`config.mk`:
```
export PLATFORM = sky130hd
export DESIGN_NAME = muldiv_unit
export DESIGN_NICKNAME = d
export VERILOG_FILES = /design/src/rtl/muldiv_unit_pkg.sv /design/src/rtl/muldiv_unit.sv
export SDC_FILE = /design/constraint.sdc
export NUM_CORES = 1
export LEC_CHECK = 0
export CORE_MARGIN = 8
export CORE_UTILIZATION = 48
export DETAILED_ROUTE_END_ITERATION = 16
export PLACE_DENSITY = 0.83
export SLEW_MARGIN = 30
export SYNTH_ARGS = -nofsm -noshare
export SYNTH_HDL_FRONTEND = slang
export SYNTH_SLANG_ARGS = --single-unit
```
`constraint.sdc`:
```
create_clock -name Clock -period 4.4 [get_ports Clock]
set_input_delay 0.88 -clock Clock [delete_from_list [all_inputs] [get_ports Clock]]
set_output_delay 0.88 -clock Clock [all_outputs]
set_load 0.1 [all_outputs]
```
`src/rtl/muldiv_unit_pkg.sv`:
```
// Shared define file for the integer datapath: ALU and multiply/divide opcodes,
// MDU state encoding and the iteration count of the multiply/divide engines.
package muldiv_unit_pkg;

    localparam int MDU_ITERS = 32;
    localparam int MDU_CNT_W = $clog2(MDU_ITERS + 1);

    localparam logic [3:0] ALUOp_ADD = 4'd0;
    localparam logic [3:0] ALUOp_SUB = 4'd1;
    localparam logic [3:0] ALUOp_AND = 4'd2;
    localparam logic [3:0] ALUOp_OR  = 4'd3;
    localparam logic [3:0] ALUOp_XOR = 4'd4;
    localparam logic [3:0] ALUOp_NOR = 4'd5;
    localparam logic [3:0] ALUOp_SLT = 4'd6;
    localparam logic [3:0] ALUOp_SLL = 4'd7;

    typedef enum logic [2:0] {
        MDUOp_MULT  = 3'd0,
        MDUOp_MULTU = 3'd1,
        MDUOp_DIV   = 3'd2,
        MDUOp_DIVU  = 3'd3,
        MDUOp_MTHI  = 3'd4,
        MDUOp_MTLO  = 3'd5,
        MDUOp_MADD  = 3'd6,
        MDUOp_MSUB  = 3'd7
    } mdu_op_e;

    typedef enum logic [1:0] {
        ST_IDLE = 2'd0,
        ST_MUL  = 2'd1,
        ST_DIV  = 2'd2,
        ST_FIX  = 2'd3
    } mdu_state_e;

    // Magnitude of a two's-complement value when the operation is signed.
    function automatic logic [31:0] mdu_mag(input logic [31:0] v, input logic sgn);
        return (sgn && v[31]) ? -v : v;
    endfunction

endpackage

```
`src/rtl/muldiv_unit.sv`:
```
// Iterative HI/LO multiply/divide unit: radix-2 shift-add multiply, restoring divide.
// Optional MADD/MSUB accumulate enabled by defining MDU_MADD_EN.
module muldiv_unit
    import muldiv_unit_pkg::*;
(
    input  logic        Clock,
    input  logic        Reset_n,
    input  logic        Start,
    input  logic [2:0]  Op,
    input  logic [31:0] Src1,
    input  logic [31:0] Src2,
    input  logic        Flush,
    output logic        Busy,
    output logic        Done,
    output logic [31:0] Hi,
    output logic [31:0] Lo
);

    mdu_state_e            state_q, state_d;
    mdu_op_e               op_in, op_q;
    logic [MDU_CNT_W-1:0]  cnt_q;
    logic [31:0]           acc_q;   // partial product high / partial remainder
    logic [31:0]           quo_q;   // multiplier shifting out / quotient shifting in
    logic [31:0]           opa_q;   // multiplicand / divisor magnitude
    logic                  s1n_q, s2n_q, dz_q, done_q;

    logic                  start_ok, go_mul, go_div, signed_in, cnt_last, is_acc_q;
    logic [32:0]           add_a, add_b;
    logic                  add_ci;
    logic [33:0]           add_s;
    logic [63:0]           prod, prod_fix;

    assign op_in     = mdu_op_e'(Op);
    assign start_ok  = Start && !Flush && (state_q == ST_IDLE);
    assign cnt_last  = (cnt_q == MDU_CNT_W'(MDU_ITERS));
    assign signed_in = (op_in == MDUOp_MULT) || (op_in == MDUOp_DIV) ||
                       (op_in == MDUOp_MADD) || (op_in == MDUOp_MSUB);
    assign go_div    = (op_in == MDUOp_DIVU) || (op_in == MDUOp_DIV);
`ifdef MDU_MADD_EN
    assign go_mul    = (op_in == MDUOp_MULT) || (op_in == MDUOp_MULTU) ||
                       (op_in == MDUOp_MADD) || (op_in == MDUOp_MSUB);
    assign is_acc_q  = (op_q == MDUOp_MADD) || (op_q == MDUOp_MSUB);
`else
    assign go_mul    = (op_in == MDUOp_MULT) || (op_in == MDUOp_MULTU);
    assign is_acc_q  = 1'b0;
`endif

    assign Busy = (state_q != ST_IDLE);
    assign Done = done_q;

    always_ff @(posedge Clock or negedge Reset_n) begin
        if (!Reset_n) state_q <= ST_IDLE;
        else          state_q <= state_d;
    end

    always_comb begin
        state_d = state_q;
        case (state_q)
            ST_IDLE: begin
                if (start_ok && go_mul)      state_d = ST_MUL;
                else if (start_ok && go_div) state_d = ST_DIV;
            end
            ST_MUL:  if (cnt_last) state_d = is_acc_q ? ST_FIX : ST_IDLE;
            ST_DIV:  if (cnt_last) state_d = ST_FIX;
            ST_FIX:  state_d = ST_IDLE;
            default: state_d = ST_IDLE;
        endcase
        if (Flush) state_d = ST_IDLE;
    end

    // One 33-bit adder: conditional add of the multiplicand, or trial subtract
    // of the divisor where the carry-out means "no borrow".
    always_comb begin
        add_a  = {1'b0, acc_q};
        add_b  = quo_q[0] ? {1'b0, opa_q} : 33'd0;
        add_ci = 1'b0;
        if (state_q == ST_DIV) begin
            add_a  = {acc_q, quo_q[31]};
            add_b  = ~{1'b0, opa_q};
            add_ci = 1'b1;
        end
        add_s = {1'b0, add_a} + {1'b0, add_b} + {33'd0, add_ci};
    end

    assign prod     = {acc_q, quo_q};
    assign prod_fix = (s1n_q ^ s2n_q) ? -prod : prod;

    always_ff @(posedge Clock or negedge Reset_n) begin
        if (!Reset_n) begin
            Hi     <= '0;
            Lo     <= '0;
            acc_q  <= '0;
            quo_q  <= '0;
            opa_q  <= '0;
            cnt_q  <= '0;
            op_q   <= MDUOp_MULT;
            s1n_q  <= 1'b0;
            s2n_q  <= 1'b0;
            dz_q   <= 1'b0;
            done_q <= 1'b0;
        end else begin
            done_q <= 1'b0;
            if (Flush) begin
                cnt_q <= '0;
            end else begin
                case (state_q)
                    ST_IDLE: begin
                        if (start_ok && op_in == MDUOp_MTHI) begin
                            Hi     <= Src1;
                            done_q <= 1'b1;
                        end else if (start_ok && op_in == MDUOp_MTLO) begin
                            Lo     <= Src1;
                            done_q <= 1'b1;
                        end else if (start_ok && (go_mul || go_div)) begin
                            op_q  <= op_in;
                            acc_q <= '0;
                            cnt_q <= '0;
                            s1n_q <= signed_in & Src1[31];
                            s2n_q <= signed_in & Src2[31];
                            dz_q  <= (Src2 == 32'd0);
                            opa_q <= go_div ? mdu_mag(Src2, signed_in) : mdu_mag(Src1, signed_in);
                            quo_q <= go_div ? mdu_mag(Src1, signed_in) : mdu_mag(Src2, signed_in);
                        end
                    end
                    ST_MUL: begin
                        if (!cnt_last) begin
                            acc_q <= add_s[32:1];
                            quo_q <= {add_s[0], quo_q[31:1]};
                            cnt_q <= cnt_q + MDU_CNT_W'(1);
                        end else begin
                            cnt_q <= '0;
                            if (is_acc_q) begin
                                {acc_q, quo_q} <= prod_fix;
                            end else begin
                                {Hi, Lo} <= prod_fix;
                                done_q   <= 1'b1;
                            end
                        end
                    end
                    ST_DIV: begin
                        if (!cnt_last) begin
                            if (add_s[33]) begin
                                acc_q <= add_s[31:0];
                                quo_q <= {quo_q[30:0], 1'b1};
                            end else begin
                                acc_q <= {acc_q[30:0], quo_q[31]};
                                quo_q <= {quo_q[30:0], 1'b0};
                            end
                            cnt_q <= cnt_q + MDU_CNT_W'(1);
                        end else begin
                            cnt_q <= '0;
                        end
                    end
                    ST_FIX: begin
                        done_q <= 1'b1;
`ifdef MDU_MADD_EN
                        if (is_acc_q) begin
                            {Hi, Lo} <= (op_q == MDUOp_MSUB) ? ({Hi, Lo} - prod) : ({Hi, Lo} + prod);
                        end else
`endif
                        begin
                            // Remainder follows the dividend; divide-by-zero forces an all-ones quotient.
                            Hi <= s1n_q ? -acc_q : acc_q;
                            Lo <= dz_q ? 32'hFFFF_FFFF : ((s1n_q ^ s2n_q) ? -quo_q : quo_q);
                        end
                    end
                    default: cnt_q <= '0;
                endcase
            end
        end
    end

endmodule

```
==> impl_summary.md <==
Layout
From synthesis to final layout, the design area changed by 19.8%. The share of post-route cells with drive strength above 1 is 0.112. The final layout contains 2148 nets. Once layout is complete, the utilization of the core stands at 0.580. The top cell types in the final layout, fill and taps aside, are nand2_1 (264), o21ai_0 (205), a21oi_1 (177). The finished layout holds 2441 standard cells, fillers aside. The library cell used most frequently in the layout, excluding fill and tap cells, is nand2_1.

The repair_antennas step left the layout with diodes totalling 0.

Critical path
The type of destination of the critical path is a flip-flop. The type of origin of the critical path is a flip-flop. In this run the worst path has a maximum fanout of 36. The worst reg-to-reg path cell count is 17. The worst setup path is of the reg2reg kind. The most critical setup path has its startpoint at state_q[0]. Across all register-to-register paths, the minimum setup slack is 230 ps.

The critical path data arrival time is 4500 ps. In this run the critical register-to-register path is captured at acc_q[27]. The origin of the critical flop-to-flop path is state_q[0]. The timing endpoint of the critical path is acc_q[27]. The required time of the critical path is 4720 ps.

Floorplan
The total area inside the core boundary comes to 0.0303 mm2. The number of placement rows is 64. The vertical die dimension is 191 um. The initial standard-cell utilization of the core is 0.485. The count of pins on the block boundary is 137. In this run the horizontal extent of the chip is 191 um.

The die area is 0.0365 mm2.

Placement
At the end of routability-driven placement, the weighted congestion stood at 1.04. Detailed placement finished with a half-perimeter wire length of 44.2 mm. The quantity of I/O buffers inserted on ports is 136.

The total instance count after detailed placement is 2407.

Clock tree
Buffers inserted during clock tree synthesis total 17. For this design, the sink count on the clock tree is 172. The clock passes through at most 2 buffers. In this run the clock root is driven by a clkbuf_16. Clock-pin slew was measured on the worst setup and hold paths at 80 ps.

The H-tree was split into 4 levels. The CTS tree is built. The number of hold buffers added after CTS was 0. The later-pin clock latency in the skew report is 460 ps.

Timing
The fmax is 240 MHz. Setup violations remaining at the end of the flow were counted as 0. The final period utilization is 0.949. The worst relative slew slack is 0.327. The clock period could shrink to 4170 ps. The worst-case clock skew is 19.9 ps. The final-report hold violation count was 0. The count of final max-slew check failures is 0.

The slew at the pin with the worst max-slew slack is 1010 ps.

Yosys
For this run, the register share of the synthesized area comes to 0.293. The share of synthesized registers carrying an async set or reset is 1.00. The number of nets handed over by synthesis was 2029. Yosys attributes the largest share of cell area to dfrtp_1 (29%), o21ai_0 (7.0%), nand2_1 (6.7%), a21oi_1 (6.0%), xnor2_1 (5.7%). Yosys mapped a number of flops with a built-in enable equal to 0. The post-synthesis average cell area is 7.69 um2. Counting distinct cell types in the post-synthesis netlist gives 87. The post-synthesis instance total is 1913. For this run, the leading register cell type out of synthesis is dfrtp_1. The total standard cell area after synthesis is 0.0147 mm2. The share of the synthesized area in the top cell type is 0.293. The biggest area contributor in the post-synthesis netlist is dfrtp_1. The total of warnings raised by yosys is 0. In this run, synthesis produced a sequential element count of 172.

Route
The antenna violation net count after detailed routing is 0. After detailed routing, the average wire length per cell comes to 23.5 um. The final route contains 15810 vias. The pre-antenna-repair detailed-routing pass consisted of 6 iterations. After the first detailed-routing iteration, the DRC count stood at 2118. For this run, design rule violations remaining after detail routing come to 0. The final wirelength is 57.4 mm. After detailed routing, the number of vias per cell comes to 6.48.

Run status
The flow ran to the end, and the final reports show no timing, DRC or antenna violations.

Global routing
For this run the aggregate overflow at the end of global routing stands at 0. The via count of the first global-routing pass came to 14647. The first global-routing pass estimated 86.3 mm of wire.

The initial antenna violation count is 0. The largest net degree at the start of global routing is 110. The global-route usage over all layers is 0.305.

Pwr
Power spread over the standard cell area amounts to 847 mW/mm2. The fraction of power consumed by sequential logic is 0.202. Across the VDD grid, the largest voltage drop is 0.000448 V.

The reported net switching power is 8.49 mW. The relative contribution of the clock network to total power is 0.105. The cell-internal power is 6.42 mW.

The leakage power of the design is 7.33 nW. The share of total power dissipated in combinational logic is 0.694. The fraction of power spent switching nets is 0.569.

Min path
The class of the most critical hold timing path is in2async.

Flow run
The max-capacitance violation count is 0.
## worst min-delay path by stage
stage          slack, ps    start  cells after the start      to
6_report             380  Reset_n                      1  Lo[15]
5_1_grt              440  Reset_n                      1  Lo[14]
4_1_cts              420  Reset_n                      1  Lo[29]
3_5_place_dp         470   Hi[26]                      2  Hi[26]
3_3_place_gp         460    Lo[0]                      2   Lo[0]
2_1_floorplan        450     dz_q                      2    dz_q
## what timing repair did
item | CTS | global route
setup buffers | 0 | 2
setup endpoints to repair | 0 | 33
resized for setup | 0 | 12
## cell type report
class	instances	area [um2]
sequential	172	4310
multi-input combinational	1552	9780
clock buffer	17	425
fill	2778	12700
tap	396	495
clock inverter	15	175
timing repair buffer	255	2310
inverter	34	128
## routing by layer
layer  vias to the layer above  global-route usage  wire [um]  part of all wire
met2                       981               0.446      24400              0.43
met1                      7496               0.409      23600              0.41
met4                         0               0.134       2320             0.040
li1                       7207                   -          -                 -
met5                         -                   0          0                 0
met3                       126              0.0912       7060              0.12
## worst max-delay path: stages, from the launching register on
cell and delay [ps]:
dfrtp_1 380, inv_1 80, buf_4 120, ha_2 200, buf_12 210, mux2_2 360
ha_1 350, o211ai_1 130, o211ai_1 350, a31oi_1 140, buf_4 160, o311ai_0 310
o21ai_0 290, o21ai_0 310, xnor2_1 160, buf_4 160, nor3_1 40, a311o_1 270
## power groups by stage
stage | clock, mW | sequential [mW] | combinational [mW]
global placement | 0 | 2.96 | 9.98
detailed placement | 0 | 3.01 | 10.1
CTS | 1.57 | 2.98 | 10.1
finish | 1.56 | 3.01 | 10.3
global route | 1.63 | 3.08 | 11.0
floorplan | 0 | 4.65 | 5.37
## synth_stat cells (18+ instances only)
| cell | instances |
|---|---|
| a21oi_1 | 177 |
| a221oi_1 | 22 |
| a22o_1 | 23 |
| a22oi_1 | 25 |
| a31oi_1 | 18 |
| clkbuf_1 | 132 |
| dfrtp_1 | 172 |
| ha_1 | 43 |
| inv_1 | 33 |
| mux2_2 | 37 |
| mux2i_1 | 19 |
| nand2_1 | 264 |
| nand3_1 | 32 |
| nor2_1 | 165 |
| nor3_1 | 37 |
| nor4_1 | 18 |
| o21ai_0 | 206 |
| o22a_1 | 21 |
| o31ai_1 | 31 |
| or3_1 | 24 |
| xnor2_1 | 96 |
| xor2_1 | 61 |
## state kept, by name (all words and copies together), names as in the netlist
name	flops
quo_q	32
s1n_q	1
Hi	32
opa_q	32
dz_q	1
s2n_q	1
Done	1
Lo	32
acc_q	32
state_q	2
cnt_q	6
## kinds of logic (layout without fill, tap and decap cells)
logic type,Yosys count,after routing,synth area share
flops,172,172,0.293
buf+inv,189,321,0.0494
simple gates,625,625,0.194
xor+xnor,157,157,0.0935
compound gates,669,669,0.290
mux,56,56,0.0413
fa+ha+maj,45,45,0.0393
## stage by stage
step                      hold WS (ps)  instance area (um2)  worst slack [ps]  power (mW)  setup TNS (ps)
after global routing               441                17600             -8.39        15.7           -13.0
after detailed placement           466                16900              37.7        13.1               0
after CTS                          417                17500              3.49        14.7               0
after floorplan                    449                14700              63.6        10.0               0
after global placement             461                16900              94.6        12.9               0
final                              383                17600               226        14.9               0
No activity file was read; power rests on OpenSTA's default activity.
